===== config.mk =====
export PLATFORM = sky130hd
export DESIGN_NAME = mem_stage_lsx_flat
export DESIGN_NICKNAME = d
export VERILOG_FILES = /design/src/rtl/mem_stage_lsx_pkg.sv /design/src/rtl/mem_stage_lsx_if.sv /design/src/rtl/mem_stage_lsx_load_align.sv /design/src/rtl/mem_stage_lsx.sv /design/src/flat_wrapper.sv
export SDC_FILE = /design/constraint.sdc
export NUM_CORES = 1
export LEC_CHECK = 0
export ABC_AREA = 1
export BUFFER_PORTS_ARGS = -buffer_cell sky130_fd_sc_hd__buf_2
export CAP_MARGIN = 10
export CORE_MARGIN = 2
export CORE_UTILIZATION = 50
export DETAILED_ROUTE_END_ITERATION = 7
export GPL_TIMING_DRIVEN = 1
export PLACE_DENSITY = 0.79
export SYNTH_ARGS = -nofsm -noshare
export SYNTH_HDL_FRONTEND = slang
export SYNTH_HIERARCHICAL = 1
export SYNTH_SLANG_ARGS = --single-unit

===== constraint.sdc =====
create_clock -name clk -period 4.65 [get_ports clk]
set_input_delay 0.93 -clock clk [delete_from_list [all_inputs] [get_ports clk]]
set_output_delay 0.93 -clock clk [all_outputs]
set_load 0.05 [all_outputs]

===== src/rtl/mem_stage_lsx_pkg.sv =====
// Shared load-type encodings and bus-width helpers for the
// memory-access stage.
package mem_stage_lsx_pkg;

    localparam logic [2:0] LD_NAT = 3'b000;
    localparam logic [2:0] LD_B   = 3'b001;
    localparam logic [2:0] LD_BU  = 3'b010;
    localparam logic [2:0] LD_H   = 3'b011;
    localparam logic [2:0] LD_HU  = 3'b100;
    localparam logic [2:0] LD_W   = 3'b101;
    localparam logic [2:0] LD_WU  = 3'b110;

    // es bus: {mem_req, ld_type, res_from_mem, gr_we, dest, alu, pc}
    localparam int ES_CTRL_W = 6;

    function automatic int es_w(int data_w, int dest_w, int pc_w);
        return ES_CTRL_W + dest_w + data_w + pc_w;
    endfunction

    function automatic int ms_w(int data_w, int dest_w, int pc_w);
        return 1 + dest_w + data_w + pc_w;
    endfunction

    function automatic int fwd_w(int data_w, int dest_w);
        return 2 + dest_w + data_w;
    endfunction

endpackage


===== src/rtl/mem_stage_lsx_if.sv =====
// EX->MEM->WB handshake, data-SRAM response and ID forward bus
// as seen by the memory-access stage.
interface mem_stage_lsx_if
    import mem_stage_lsx_pkg::*;
#(
    parameter int DATA_W = 32,
    parameter int PC_W   = 32,
    parameter int DEST_W = 5
);
    localparam int ES_W  = es_w(DATA_W, DEST_W, PC_W);
    localparam int MS_W  = ms_w(DATA_W, DEST_W, PC_W);
    localparam int FWD_W = fwd_w(DATA_W, DEST_W);

    logic              es_to_ms_valid;
    logic [ES_W-1:0]   es_to_ms_bus;
    logic              ms_allowin;
    logic              ms_to_ws_valid;
    logic [MS_W-1:0]   ms_to_ws_bus;
    logic              ws_allowin;
    logic              flush;
    logic              data_sram_data_ok;
    logic [DATA_W-1:0] data_sram_rdata;
    logic [FWD_W-1:0]  ms_fwd_blk_bus;

    modport slave (
        input  es_to_ms_valid, es_to_ms_bus, ws_allowin, flush,
        input  data_sram_data_ok, data_sram_rdata,
        output ms_allowin, ms_to_ws_valid, ms_to_ws_bus,
        output ms_fwd_blk_bus
    );

    modport master (
        output es_to_ms_valid, es_to_ms_bus, ws_allowin, flush,
        output data_sram_data_ok, data_sram_rdata,
        input  ms_allowin, ms_to_ws_valid, ms_to_ws_bus,
        input  ms_fwd_blk_bus
    );

endinterface


===== src/rtl/mem_stage_lsx_load_align.sv =====
// Selects the addressed byte/half/word lane of a little-endian
// load response and sign- or zero-extends it to DATA_W.
module load_align
    import mem_stage_lsx_pkg::*;
#(
    parameter int DATA_W = 32,
    parameter int OFF_W  = $clog2(DATA_W / 8)
) (
    input  logic [DATA_W-1:0] rdata,
    input  logic [OFF_W-1:0]  off,
    input  logic [2:0]        ld_type,
    output logic [DATA_W-1:0] data
);
    logic [OFF_W+2:0] b_sh;
    logic [OFF_W+2:0] h_sh;
    logic [OFF_W+2:0] w_sh;
    logic [7:0]       b;
    logic [15:0]      h;
    logic [31:0]      w;

    assign b_sh = {off, 3'b000};
    assign h_sh = {off & ~OFF_W'(1), 3'b000};
    assign w_sh = {off & ~OFF_W'(3), 3'b000};
    assign b    = rdata[b_sh +: 8];
    assign h    = rdata[h_sh +: 16];
    assign w    = rdata[w_sh +: 32];

    // On a 32-bit datapath the word cases collapse to the native word.
    always_comb begin
        data = rdata;
        unique case (ld_type)
            LD_B:    data = DATA_W'($signed(b));
            LD_BU:   data = DATA_W'(b);
            LD_H:    data = DATA_W'($signed(h));
            LD_HU:   data = DATA_W'(h);
            LD_W:    data = DATA_W'($signed(w));
            LD_WU:   data = DATA_W'(w);
            default: data = rdata;
        endcase
    end

endmodule


===== src/rtl/mem_stage_lsx.sv =====
// Memory-access pipeline stage: waits for the data response, buffers
// it under WB back-pressure and discards responses orphaned by flush.
module mem_stage_lsx
    import mem_stage_lsx_pkg::*;
#(
    parameter int DATA_W = 32,
    parameter int PC_W   = 32,
    parameter int DEST_W = 5,
    parameter int DISC_W = 2
) (
    input  logic          clk,
    input  logic          resetn,
    mem_stage_lsx_if.slave io
);
    localparam int OFF_W = $clog2(DATA_W / 8);
    localparam int ES_W  = es_w(DATA_W, DEST_W, PC_W);
    localparam logic [DISC_W-1:0] DISC_MAX = '1;

    logic              ms_valid;
    logic              got_data;
    logic [ES_W-1:0]   bus_r;
    logic [DATA_W-1:0] rdata_buf;
    logic [DISC_W-1:0] disc_cnt;

    logic              mem_req;
    logic [2:0]        ld_type;
    logic              res_from_mem;
    logic              gr_we;
    logic [DEST_W-1:0] dest;
    logic [DATA_W-1:0] alu_result;
    logic [PC_W-1:0]   pc;

    assign {mem_req, ld_type, res_from_mem, gr_we,
            dest, alu_result, pc} = bus_r;

    logic              fresh_ok;
    logic              stale_ok;
    logic              deliver;
    logic              need_wait;
    logic              ms_ready_go;
    logic              accept;
    logic              disc_inc;
    logic [DATA_W-1:0] ld_src;
    logic [DATA_W-1:0] ld_data;
    logic [DATA_W-1:0] final_result;
    logic              fwd_valid;
    logic              fwd_blk;

    assign fresh_ok    = io.data_sram_data_ok && disc_cnt == '0;
    assign stale_ok    = io.data_sram_data_ok && disc_cnt != '0;
    assign deliver     = fresh_ok && ms_valid && mem_req && !got_data;
    assign need_wait   = ms_valid && mem_req && !got_data && !fresh_ok;
    assign ms_ready_go = !need_wait;
    assign accept      = io.es_to_ms_valid && io.ms_allowin && !io.flush;
    assign disc_inc    = io.flush && need_wait;

    assign io.ms_allowin     = !ms_valid || (ms_ready_go && io.ws_allowin);
    assign io.ms_to_ws_valid = ms_valid && ms_ready_go && !io.flush;

    assign ld_src = got_data ? rdata_buf : io.data_sram_rdata;

    load_align #(.DATA_W(DATA_W)) u_align (
        .rdata   (ld_src),
        .off     (alu_result[OFF_W-1:0]),
        .ld_type (ld_type),
        .data    (ld_data)
    );

    assign final_result = res_from_mem ? ld_data : alu_result;
    assign fwd_valid    = ms_valid && gr_we;
    assign fwd_blk      = fwd_valid && res_from_mem && need_wait;

    assign io.ms_to_ws_bus   = {gr_we, dest, final_result, pc};
    assign io.ms_fwd_blk_bus = {fwd_valid, fwd_blk, dest, final_result};

    always_ff @(posedge clk or negedge resetn) begin
        if (!resetn) begin
            ms_valid  <= 1'b0;
            got_data  <= 1'b0;
            bus_r     <= '0;
            rdata_buf <= '0;
            disc_cnt  <= '0;
        end else begin
            if (io.flush) begin
                ms_valid <= 1'b0;
            end else if (io.ms_allowin) begin
                ms_valid <= io.es_to_ms_valid;
            end
            if (accept) begin
                bus_r <= io.es_to_ms_bus;
            end
            // allowin with an occupied stage means it is leaving now
            if (io.flush || io.ms_allowin) begin
                got_data <= 1'b0;
            end else if (deliver) begin
                got_data  <= 1'b1;
                rdata_buf <= io.data_sram_rdata;
            end
            if (disc_inc && !stale_ok && disc_cnt != DISC_MAX) begin
                disc_cnt <= disc_cnt + 1'b1;
            end else if (stale_ok && !disc_inc) begin
                disc_cnt <= disc_cnt - 1'b1;
            end
        end
    end

endmodule


===== src/flat_wrapper.sv =====
// flat-port wrapper written by rule: the top's interface ports become plain ports
module mem_stage_lsx_flat import mem_stage_lsx_pkg::*;
#(
    parameter int DATA_W = 32,
    parameter int PC_W   = 32,
    parameter int DEST_W = 5,
    parameter int DISC_W = 2
)
  (clk, resetn, io_es_to_ms_valid, io_es_to_ms_bus, io_ws_allowin, io_flush, io_data_sram_data_ok, io_data_sram_rdata, io_ms_allowin, io_ms_to_ws_valid, io_ms_to_ws_bus, io_ms_fwd_blk_bus);
  mem_stage_lsx_if #(.DATA_W(DATA_W), .PC_W(PC_W), .DEST_W(DEST_W)) io_i ();
  input  logic clk;
  input  logic resetn;
  input wire logic [$bits(io_i.es_to_ms_valid)-1:0] io_es_to_ms_valid;
  input wire logic [$bits(io_i.es_to_ms_bus)-1:0] io_es_to_ms_bus;
  input wire logic [$bits(io_i.ws_allowin)-1:0] io_ws_allowin;
  input wire logic [$bits(io_i.flush)-1:0] io_flush;
  input wire logic [$bits(io_i.data_sram_data_ok)-1:0] io_data_sram_data_ok;
  input wire logic [$bits(io_i.data_sram_rdata)-1:0] io_data_sram_rdata;
  output wire logic [$bits(io_i.ms_allowin)-1:0] io_ms_allowin;
  output wire logic [$bits(io_i.ms_to_ws_valid)-1:0] io_ms_to_ws_valid;
  output wire logic [$bits(io_i.ms_to_ws_bus)-1:0] io_ms_to_ws_bus;
  output wire logic [$bits(io_i.ms_fwd_blk_bus)-1:0] io_ms_fwd_blk_bus;
  assign io_i.es_to_ms_valid = io_es_to_ms_valid;
  assign io_i.es_to_ms_bus = io_es_to_ms_bus;
  assign io_i.ws_allowin = io_ws_allowin;
  assign io_i.flush = io_flush;
  assign io_i.data_sram_data_ok = io_data_sram_data_ok;
  assign io_i.data_sram_rdata = io_data_sram_rdata;
  assign io_ms_allowin = io_i.ms_allowin;
  assign io_ms_to_ws_valid = io_i.ms_to_ws_valid;
  assign io_ms_to_ws_bus = io_i.ms_to_ws_bus;
  assign io_ms_fwd_blk_bus = io_i.ms_fwd_blk_bus;
  mem_stage_lsx #(.DATA_W(DATA_W), .PC_W(PC_W), .DEST_W(DEST_W), .DISC_W(DISC_W)) u_core (.clk(clk), .resetn(resetn), .io(io_i));
endmodule

==> metrics.txt, run 1 <==
Resized cells post-CTS=0; type of the most critical hold path=reg -> reg; power per unit of standard cell area=502.0 mW/mm2; worst-path maximum fanout=22; Core Area=around 0.014 mm2; Clock Pin Slew Worst Setup and Hold Paths=~0.080 ns; flip-flop and latch count after synthesis=111; global-route wire length before repair=approximately 27 mm; Num Clock Sinks=around 110; final instance area=0.007741 mm2; share of the synthesized area in compound gates (AO/OA/AOI/OAI)=a little under an eighth; required arrival time at the worst endpoint=between 3 and 4 ns; number of synthesized flops with an enable pin=0; critical path class=reg -> out; fraction of final layout cells sized beyond drive strength 1=27.01%; top cells by area in the synthesized netlist=dfrtp_1 (40%), nand2_1 (18%), buf_4 (8.8%), inv_1 (8.0%), o21ai_1 (6.2%); synth warn=6; library cell contributing the largest single delay on the critical path=dfrtp_1; Cells after DPL=between 1,000 and 1,500; worst rel slew slack=24.33%; Hold-fix buffers, CTS=0; Post-Synth XOR/XNOR Area=0%; Tcrit/Tclk final=83.40%; row count=43; weighted congestion at the end of routability-driven global placement=0.9020; area fraction in and, or, nand and nor cells after synthesis=26.64%; total count of hold-check failures in the final report=0; clock tree from TritonCTS=built; unrepaired setup endpoints after global routing=no; Period minus WS final=a little under 4 ns; global route overflow=0; category of the worst setup path launch point=flip-flop; setup slack after layout=0.7718 ns; number of max-slew violations in the final report=0; clock skew=0.01376 ns; initial core utilization=50.74%; crit path cell chain=buf_4, nand2_1, o21ai_0, nand2_1, nand2_1, nand4_2, nand3_1, nand2_1, nand2_1, buf_2; Post-Route Hold Slack=0.4887 ns; Post-Synthesis Cell Area=0.006962 mm2; Port Buffer Count=223; Post-Syn Area per Cell=~7 um2; DR pass1 iterations=5; Mapped Cells=977; largest voltage drop on the vdd net=about 290 uV; CTS Buf Count=9; Inserted Diodes=0; Ports=224; Leakage=between 4 and 5 nW; die span in x=around 120 um; initial antenna violation count=1; GR Util All Layers=23.39%; library cell with the highest instance count after synthesis=nand2_1; Max stage delay on crit path=0.76 ns; data arrival time of the worst path=2.95 ns; area delta synth->final=11.20%; Post-layout nets=1,204; number of post-CTS setup repair buffers=0; Worst Max-Slew Pin Slew=between 1 and 1.5 ns; average detailed-routed wire length per instance=13.33 um; max-cap viol count=0; Post-synth ARST share=100.0%; Post-DP Area=0.007441 mm2; Sum Neg Setup Slack=0 ns; DRT antenna net count=0; number of filler instances in the final layout=1,367; pin count of the biggest net entering global routing=91; Via-to-Cell Ratio=about 4.8; initial drt markers=around 440; cell taking the most area after synthesis=dfrtp_1; outcome=finished clean; maximum achievable frequency=about 0.26 GHz; portion of netlist area occupied by mux cells=0%; post-synthesis adder-cell area fraction=0%; total of endpoints with negative setup slack in the final report=0; Synth top area share=between 30% and 40%; Yosys cell types=25; residual DRC count=0; wire length after detailed routing=17.01 mm; H-Tree Depth=3; Synth Net Count=around 1,100; detailed placer's ending HPWL=12.56 mm; CP Capture Type=output pin; most used cell, CP=nand2_1; vias in the first global route=~5,700; root cell of the clock tree=clkbuf_16; number of vias in the routed layout=6,120; post-synthesis sequential area ratio=between 30% and 40%; post-route insts no fill=~1,300; clock buffer depth=2; Die Outline Area=0.01488 mm2; most instantiated flip-flop cell in the synthesis netlist=dfrtp_1; Die Y=about 120 um; most frequent cells after synthesis=nand2_1 (342), inv_1 (149), dfrtp_1 (111), o21ai_1 (86), buf_4 (82); largest family of logic cells by synthesized area=simple AND/OR/NAND/NOR gates; Place WS=1.113 ns; Clk Latency, worst-skew pair=0.36 ns
## state kept, by name (all words and copies together) (netlist names)
signal and cells:
u_core/bus_r 75, u_core/disc_cnt 2, u_core/got_data 1, u_core/ms_valid 1, u_core/rdata_buf 32
## critical path, delay by kind of cell, from the launching register on
family                 cells  cell delay (ns)
flip-flops                 1             0.76
AO/OA/AOI/OAI              1             0.13
buffers and inverters      2             0.61
AND/OR/NAND/NOR            7             1.09
## cells in the final DEF (no fill, tap or decap), types with 3 or more instances in the layout
master / count
nand2_1: 342
buf_2: 222
inv_1: 149
dfrtp_1: 111
o21ai_1: 86
nand3_1: 59
o21ai_0: 44
o21ai_2: 20
nand2_2: 18
clkbuf_16: 9
buf_4: 8
nor2_1: 7
nand2_4: 3
## metal layers
metal,part of all wire [%],GRT usage [%],up-vias
met5,0.041,0,-
met4,3.7,10.99,2
met3,7.1,5.665,35
met2,48,38.97,224
met1,41,28.58,2732
li1,-,-,3127
## worst paths after layout
| check | slack, ns | startpoint | end | cells after the start |
|---|---|---|---|---|
| min reg2reg | 0.49 | u_core/rdata_buf[8] | u_core/rdata_buf[8] | 2 |
| min | 0.49 | u_core/rdata_buf[8] | u_core/rdata_buf[8] | 2 |
| max | 0.77 | u_core/got_data | io_ms_fwd_blk_bus[19] | 10 |
| min in group asynchronous | 0.51 | resetn | u_core/rdata_buf[20] | 1 |
| max in group asynchronous | 3.26 | resetn | u_core/bus_r[32] | 2 |
| max reg2reg | 2.25 | u_core/got_data | u_core/bus_r[40] | 6 |
## metrics by stage
| stage | util (%) | total power [mW] |
|---|---|---|
| after detailed placement | 54.24 | 3.141 |
| after global routing | 56.43 | 4.113 |
| final | 56.43 | 3.886 |
| after global placement | 54.24 | 3.113 |
| after floorplan | - | 2.948 |
| after CTS | 56.43 | 3.916 |
## power breakdown
group	internal, mW	switching, mW
registers	1.12	0.109
logic	0.428	1.46
clock network	0.380	0.386
total	1.93	1.96
## logic make-up (layout without fill, tap and decap cells)
group,after synthesis,after routing
DFF,111,111
buffers and inverters,279,398
and+or+nand+nor,437,437
AOI/OAI and AO/OA,150,150
## final cells by class
type                            instances  area [um2]  area share (%)
Clock buffer                            9       225.2           2.909
Clock inverter                          7       75.07          0.9698
Inverter                              151       566.8           7.322
Multi-Input combinational cell        587        2680           34.62
Sequential cell                       111        2778           35.88
Tap cell                              180       225.2           2.909
Timing Repair Buffer                  231        1191           15.39
Note: power is estimated with default switching activity, not from simulation.
==> inputs of run 2 (changes only) <==
==> constraint.sdc (replaced) <==
create_clock -name clk -period 3.94 [get_ports clk]
set_input_delay 0.788 -clock clk [delete_from_list [all_inputs] [get_ports clk]]
set_output_delay 0.788 -clock clk [all_outputs]
set_load 0.05 [all_outputs]
==> run 2 against run 1 <==
Against the previous run: critical path depth rose by 2; die area did not move; register-to-register slack got worse by 0.73 ns; sequential cell count did not move; sequential share of layout area fell by 0.22 points; total power rose by 19%; critical path type unchanged; critical endpoint is now io_ms_fwd_blk_bus[3]; largest power group unchanged; highest routed layer is now met4.
==> metrics.txt, run 2 (synthesis gave the netlist of run 1 again) <==
Largest register FFs=75 (unchanged); clock tree from TritonCTS=built (unchanged); sequential share of power=31.2% (was 31.6%); fraction of final layout cells sized beyond drive strength 1=27.27% (was 27.01%); highest-count cells in the layout ignoring fill and taps=nand2_1 (342), buf_2 (222), inv_1 (149) (unchanged); library cell contributing the largest single delay on the critical path=dfrtp_1 (unchanged); setup slack after layout=0.3014 ns (was 0.7718 ns); Ports=224 (unchanged); vias in the first global route=5,572 (was 5,678); total count of hold-check failures in the final report=0 (unchanged); most used cell, CP=nand2_1 (unchanged); initial antenna violation count=1 (unchanged); data arrival time of the worst path=2.85 ns (was 2.95 ns); worst rel slew slack=23.00% (was 24.33%); maximum achievable frequency=0.2748 GHz; row count=43 (unchanged); clock skew=0.009765 ns (was 0.01376 ns); critical path class=reg -> out (unchanged); die span in x=122.0 um (unchanged); Hold-fix buffers, CTS=0 (unchanged); average detailed-routed wire length per instance=13.25 um (was 13.33 um); Resized cells post-CTS=0 (unchanged); Sum Neg Setup Slack=0 ns (unchanged); Die Outline Area=0.01488 mm2 (unchanged); reg2reg setup slack=1.52 ns (was 2.25 ns); length in cells of the worst reg-to-reg path=6 (unchanged); crit path cell chain=buf_4, nand2_1, o21ai_0, inv_1, nand2_1, nand3_1, nand2_1, nand2_1, nand3_1, nand2_1, nand2_1, buf_2 (was buf_4, nand2_1, o21ai_0, nand2_1, nand2_1, nand4_2, nand3_1, nand2_1, nand2_1, buf_2); Die Y=122.0 um (unchanged); worst-path maximum fanout=29 (was 22); category of the worst setup path launch point=flip-flop (unchanged); Num Clock Sinks=111 (unchanged); max-cap viol count=0 (unchanged); area delta synth->final=11.90% (was 11.20%); part of the power in the clock network=20.6% (was 19.7%); Clock Pin Slew Worst Setup and Hold Paths=0.07 ns (was 0.08 ns); power dissipated by switching net loads=2.287 mW (was 1.957 mW); unrepaired setup endpoints after global routing=no (unchanged); critical register-to-register path startpoint=u_core/got_data (unchanged); Port Buffer Count=223 (unchanged); H-Tree Depth=3 (unchanged); GR Util All Layers=23.61% (was 23.39%); registers with the most flip-flops=u_core/bus_r (75), u_core/rdata_buf (32), u_core/disc_cnt (2) (unchanged); combinational share of power=48.2% (was 48.7%); Post-layout nets=1,208 (was 1,204); initial core utilization=50.74% (unchanged); R2R Path End=u_core/bus_r[48] (was u_core/bus_r[40]); CP Capture Type=output pin (unchanged); number of post-CTS setup repair buffers=0 (unchanged); switching part of the total=49.29% (was 50.36%); global-route wire length before repair=27.12 mm (was 27.05 mm); Tcrit/Tclk final=92.35%; type of the most critical hold path=in -> async (was reg -> reg); weighted congestion at the end of routability-driven global placement=0.9298 (was 0.9020); root cell of the clock tree=clkbuf_16 (unchanged); CTS Buf Count=9 (unchanged); largest voltage drop on the vdd net=336.0 uV (was 286.1 uV); Place WS=0.6124 ns (was 1.113 ns); DRT antenna net count=0 (unchanged); most flop-heavy register=u_core/bus_r (unchanged); wire length after detailed routing=16.97 mm (was 17.01 mm); number of max-slew violations in the final report=0 (unchanged); power per unit of standard cell area=595.6 mW/mm2 (was 502.0 mW/mm2); residual DRC count=0 (unchanged); Worst Max-Slew Pin Slew=1.154 ns (was 1.134 ns); pin count of the biggest net entering global routing=71 (was 91); number of vias in the routed layout=6,136 (was 6,120); outcome=finished clean (unchanged); Period minus WS final=3.639 ns; Clk Latency, worst-skew pair=0.36 ns (about the same); DR pass1 iterations=5 (unchanged); detailed placer's ending HPWL=12.43 mm (was 12.56 mm); clock buffer depth=2 (unchanged); required arrival time at the worst endpoint=3.15 ns (was 3.72 ns); total of endpoints with negative setup slack in the final report=0 (unchanged); Max stage delay on crit path=0.84 ns (was 0.76 ns); global route overflow=0 (unchanged); initial drt markers=392 (was 436); Via-to-Cell Ratio=4.790 (was 4.796); Core Area=0.01372 mm2 (unchanged); Leakage=4.661 nW (was 4.634 nW); Int Power=2.353 mW (was 1.929 mW); most frequent standard cell in the layout excluding fill and tap cells=nand2_1 (unchanged)
run 2: how the worst max path moves through the flow:
stage / from / slack (ns) / end / cells after the start
final: u_core/got_data / 0.30 / io_ms_fwd_blk_bus[3] / 12
after global placement: io_data_sram_rdata[23] / 0.60 / io_ms_fwd_blk_bus[9] / 12
after floorplan: io_data_sram_rdata[15] / 0.80 / io_ms_to_ws_bus[48] / 10
after detailed placement: io_data_sram_rdata[23] / 0.61 / io_ms_fwd_blk_bus[9] / 12
after global routing: u_core/got_data / 0.004 / io_ms_to_ws_bus[35] / 12
after CTS: u_core/got_data / 0.32 / io_ms_to_ws_bus[35] / 12
run 2: critical path, delay by kind of cell (launching register included):
| kind | cells | cell delay (ns) |
|---|---|---|
| AND/OR/NAND/NOR | 8 | 0.67 |
| flip-flops | 1 | 0.84 |
| AO/OA/AOI/OAI | 1 | 0.24 |
| buffers and inverters | 3 | 0.73 |
run 2: layout make-up:
type | count | area [um2]
fillers | 1326 | 5929
flip-flops and latches | 111 | 2778
multi-input cells | 587 | 2680
repair buffers | 235 | 1221
inverters | 151 | 566.8
clock buffers | 10 | 239.0
well taps | 180 | 225.2
clock inverters | 6 | 77.57
diodes | 1 | 2.502
run 2: power groups by stage:
stage	registers [mW]	logic [mW]	clock network (mW)
2_1_floorplan	1.43	2.05	0
3_3_place_gp	1.46	2.22	0
3_5_place_dp	1.46	2.24	0
4_1_cts	1.45	2.24	0.989
5_1_grt	1.48	2.40	1.04
6_report	1.45	2.23	0.957
run 2: routing by layer:
layer,vias to the layer above,track usage [%],wire [um]
li1,3140,-,-
met1,2733,28.00,6800
met2,235,40.47,8310
met3,28,6.554,1366
met4,0,9.483,490
met5,-,0,0
run 2: per-stage QoR:
step,cell area (um2),utilization [%],hold slack (ns),power (mW),instances
floorplan,6962,-,0.4534,3.480,977
global placement,7471,54.46,0.4636,3.681,1264
detailed placement,7471,54.46,0.4694,3.705,1264
CTS,7787,56.76,0.4394,4.681,1280
global route,7787,56.76,0.4607,4.916,1280
finish,7790,56.78,0.4223,4.640,1281
==> inputs of run 3 (changes only) <==
--- a/config.mk
+++ b/config.mk
@@ -9,10 +9,10 @@
 export BUFFER_PORTS_ARGS = -buffer_cell sky130_fd_sc_hd__buf_2
 export CAP_MARGIN = 10
 export CORE_MARGIN = 2
-export CORE_UTILIZATION = 50
+export CORE_UTILIZATION = 40
 export DETAILED_ROUTE_END_ITERATION = 7
 export GPL_TIMING_DRIVEN = 1
-export PLACE_DENSITY = 0.79
+export PLACE_DENSITY = 0.65
 export SYNTH_ARGS = -nofsm -noshare
 export SYNTH_HDL_FRONTEND = slang
 export SYNTH_HIERARCHICAL = 1
==> run 3 against run 2 <==
Against the previous run: count of clock-buffer cells in the layout rose by 1; clock skew barely moved; largest power group unchanged; highest routed layer is now met5; via count fell by 1.1%; non-clock buffer count fell by 4; critical path depth fell by 1; final area rose by 0.63%; sequential share of layout area fell by 0.22 points; final cell count rose by 3.2%; setup slack barely moved; hold slack improved by 0.012 ns; routed wire length rose by 3.8%; critical path type unchanged.
==> metrics.txt, run 3 (synthesis gave the netlist of run 1 again) <==
outcome=finished clean (unchanged); Clk Latency, worst-skew pair=0.36 ns (about the same); initial drt markers=365 (was 392); GR Util All Layers=19.36% (was 23.61%); clock buffer depth=2 (unchanged); Post-DP Area=0.007522 mm2 (was 0.007471 mm2); Resized cells post-CTS=0 (unchanged); unrepaired setup endpoints after global routing=no (unchanged); DRT antenna net count=0 (unchanged); Via-to-Cell Ratio=4.589 (was 4.790); category of the worst setup path launch point=flip-flop (unchanged); Max stage delay on crit path=0.69 ns (was 0.84 ns); Largest register FFs=75 (unchanged); Num Clock Sinks=111 (unchanged); Hold-fix buffers, CTS=0 (unchanged); largest voltage drop on the vdd net=317.4 uV (was 336.0 uV); H-Tree Depth=3 (unchanged); Die Outline Area=0.01848 mm2 (was 0.01488 mm2); highest-count cells in the layout ignoring fill and taps=nand2_1 (342), buf_2 (222), inv_1 (149) (unchanged); Core Area=0.01718 mm2 (was 0.01372 mm2); most used cell, CP=nand2_1 (unchanged); Port Buffer Count=223 (unchanged); initial core utilization=40.53% (was 50.74%); Period minus WS final=3.639 ns (about the same); wire length after detailed routing=17.61 mm (was 16.97 mm); Post-Route Hold Slack=0.4340 ns (was 0.4223 ns); global route overflow=0 (unchanged); power dissipated by switching net loads=2.278 mW (was 2.287 mW); clock skew=0.009290 ns (was 0.009765 ns); combinational share of power=48.0% (was 48.2%); average detailed-routed wire length per instance=13.32 um (was 13.25 um); Leakage=4.643 nW (was 4.661 nW); global-route wire length before repair=27.69 mm (was 27.12 mm); Die Y=135.9 um (was 122.0 um); Buf+Inv Stages, Crit Path=3 (unchanged); area delta synth->final=12.60% (was 11.90%); switching part of the total=48.78% (was 49.29%); number of max-slew violations in the final report=0 (unchanged); residual DRC count=0 (unchanged); worst-path maximum fanout=40 (was 29); Post-layout nets=1,204 (was 1,208); Worst Max-Slew Pin Slew=1.104 ns (was 1.154 ns); detailed placer's ending HPWL=13.04 mm (was 12.43 mm); type of the most critical hold path=in -> async (unchanged); weighted congestion at the end of routability-driven global placement=0.9077 (was 0.9298); library cell contributing the largest single delay on the critical path=dfrtp_1 (unchanged); Ports=224 (unchanged); sequential share of power=30.9% (was 31.2%); pin count of the biggest net entering global routing=69 (was 71); final instance area=0.007839 mm2 (was 0.007790 mm2); registers with the most flip-flops=u_core/bus_r (75), u_core/rdata_buf (32), u_core/disc_cnt (2) (unchanged); most frequent standard cell in the layout excluding fill and tap cells=nand2_1 (unchanged); required arrival time at the worst endpoint=3.15 ns (about the same); Clock Pin Slew Worst Setup and Hold Paths=0.07 ns (about the same); part of the power in the clock network=21.0% (was 20.6%); total of endpoints with negative setup slack in the final report=0 (unchanged); root cell of the clock tree=clkbuf_16 (unchanged); DR pass1 iterations=5 (unchanged); clock tree from TritonCTS=built (unchanged); crit path cell chain=buf_12, o21ai_0, inv_1, nand2_1, nand3_1, nand2_1, nand2_1, nand3_1, nand2_1, nand2_1, buf_2 (was buf_4, nand2_1, o21ai_0, inv_1, nand2_1, nand3_1, nand2_1, nand2_1, nand3_1, nand2_1, nand2_1, buf_2); number of vias in the routed layout=6,066 (was 6,136); CP Capture Type=output pin (unchanged); die span in x=135.9 um (was 122.0 um); row count=48 (was 43); Int Power=2.392 mW (was 2.353 mW); worst rel slew slack=26.34% (was 23.00%); critical path class=reg -> out (unchanged); total count of hold-check failures in the final report=0 (unchanged); initial antenna violation count=3 (was 1); most flop-heavy register=u_core/bus_r (unchanged); number of post-CTS setup repair buffers=0 (unchanged); maximum achievable frequency=0.2748 GHz (about the same); number of filler instances in the final layout=1,770 (was 1,326); Sum Neg Setup Slack=0 ns (unchanged); CTS Buf Count=9 (unchanged); power per unit of standard cell area=595.9 mW/mm2 (was 595.6 mW/mm2); fraction of final layout cells sized beyond drive strength 1=26.82% (was 27.27%); max-cap viol count=0 (unchanged); vias in the first global route=5,480 (was 5,572); cell type group with the largest total delay on the critical path=buffers and inverters (was flip-flops); Tcrit/Tclk final=92.35% (about the same); data arrival time of the worst path=2.85 ns (about the same)
==> run 3: changes by cell type in the layout (fill, tap and decap cells not counted) <==
cell,before,now
clkinv_4,1,0
buf_12,1,3
clkbuf_8,1,0
bufinv_16,1,2
clkbuf_1,0,2
inv_6,2,1
clkinvlp_4,0,1
buf_4,12,6
clkinv_8,1,0
==> run 3: metal layers <==
layer / part of all wire [%] / vias to the layer above / GRT usage [%]
met5: 0.13 / - / 0
met3: 8.0 / 34 / 5.369
met2: 47 / 233 / 31.45
met4: 3.2 / 4 / 8.681
met1: 42 / 2663 / 24.05
li1: - / 3132 / -
==> run 3: stage by stage <==
step	total power, mW	instances	utilization, %	setup WS, ns
floorplan	3.480	977	-	0.7981
global placement	3.702	1305	43.79	0.6999
detailed placement	3.723	1305	43.79	0.6874
CTS	4.722	1321	45.62	0.3239
global route	4.958	1321	45.62	0.02718
finish	4.671	1322	45.64	0.3012
==> run 3: cell type report <==
class	count	area (um2)	share of cell area [%]
clock buffer	11	232.7	2.969
clock inverter	5	81.33	1.038
inverter	151	566.8	7.231
antenna	1	2.502	0.03192
tap	225	281.5	3.591
sequential	111	2778	35.43
timing repair buffer	231	1216	15.51
multi-input combinational	587	2680	34.19
==> run 3: worst register-to-register path, stage by stage (launching register included) <==
cell and delay [ns]:
dfrtp_1 0.88, nor2_4 0.10, nand2_4 0.15, nand3_4 0.53
buf_4 0.50, nand2_1 0.09, o21ai_1 0.06
==> run 3: final timing paths <==
path,from,to,slack [ns],cells past startpoint
setup / recovery,u_core/got_data,io_ms_fwd_blk_bus[3],0.30,11
min in group clk,u_core/bus_r[5],u_core/bus_r[5],0.49,2
hold / removal,resetn,u_core/rdata_buf[13],0.43,1
hold reg to reg,u_core/bus_r[5],u_core/bus_r[5],0.49,2
setup reg to reg,u_core/got_data,u_core/bus_r[70],1.53,6
max in group asynchronous,resetn,u_core/bus_r[10],2.73,2
==> run 3: power groups by stage <==
stage          sequential [mW]  combinational, mW  clock, mW
2_1_floorplan             1.43               2.05          0
3_3_place_gp              1.46               2.24          0
3_5_place_dp              1.46               2.26          0
4_1_cts                   1.44               2.26       1.02
5_1_grt                   1.47               2.41       1.07
6_report                  1.45               2.24      0.981
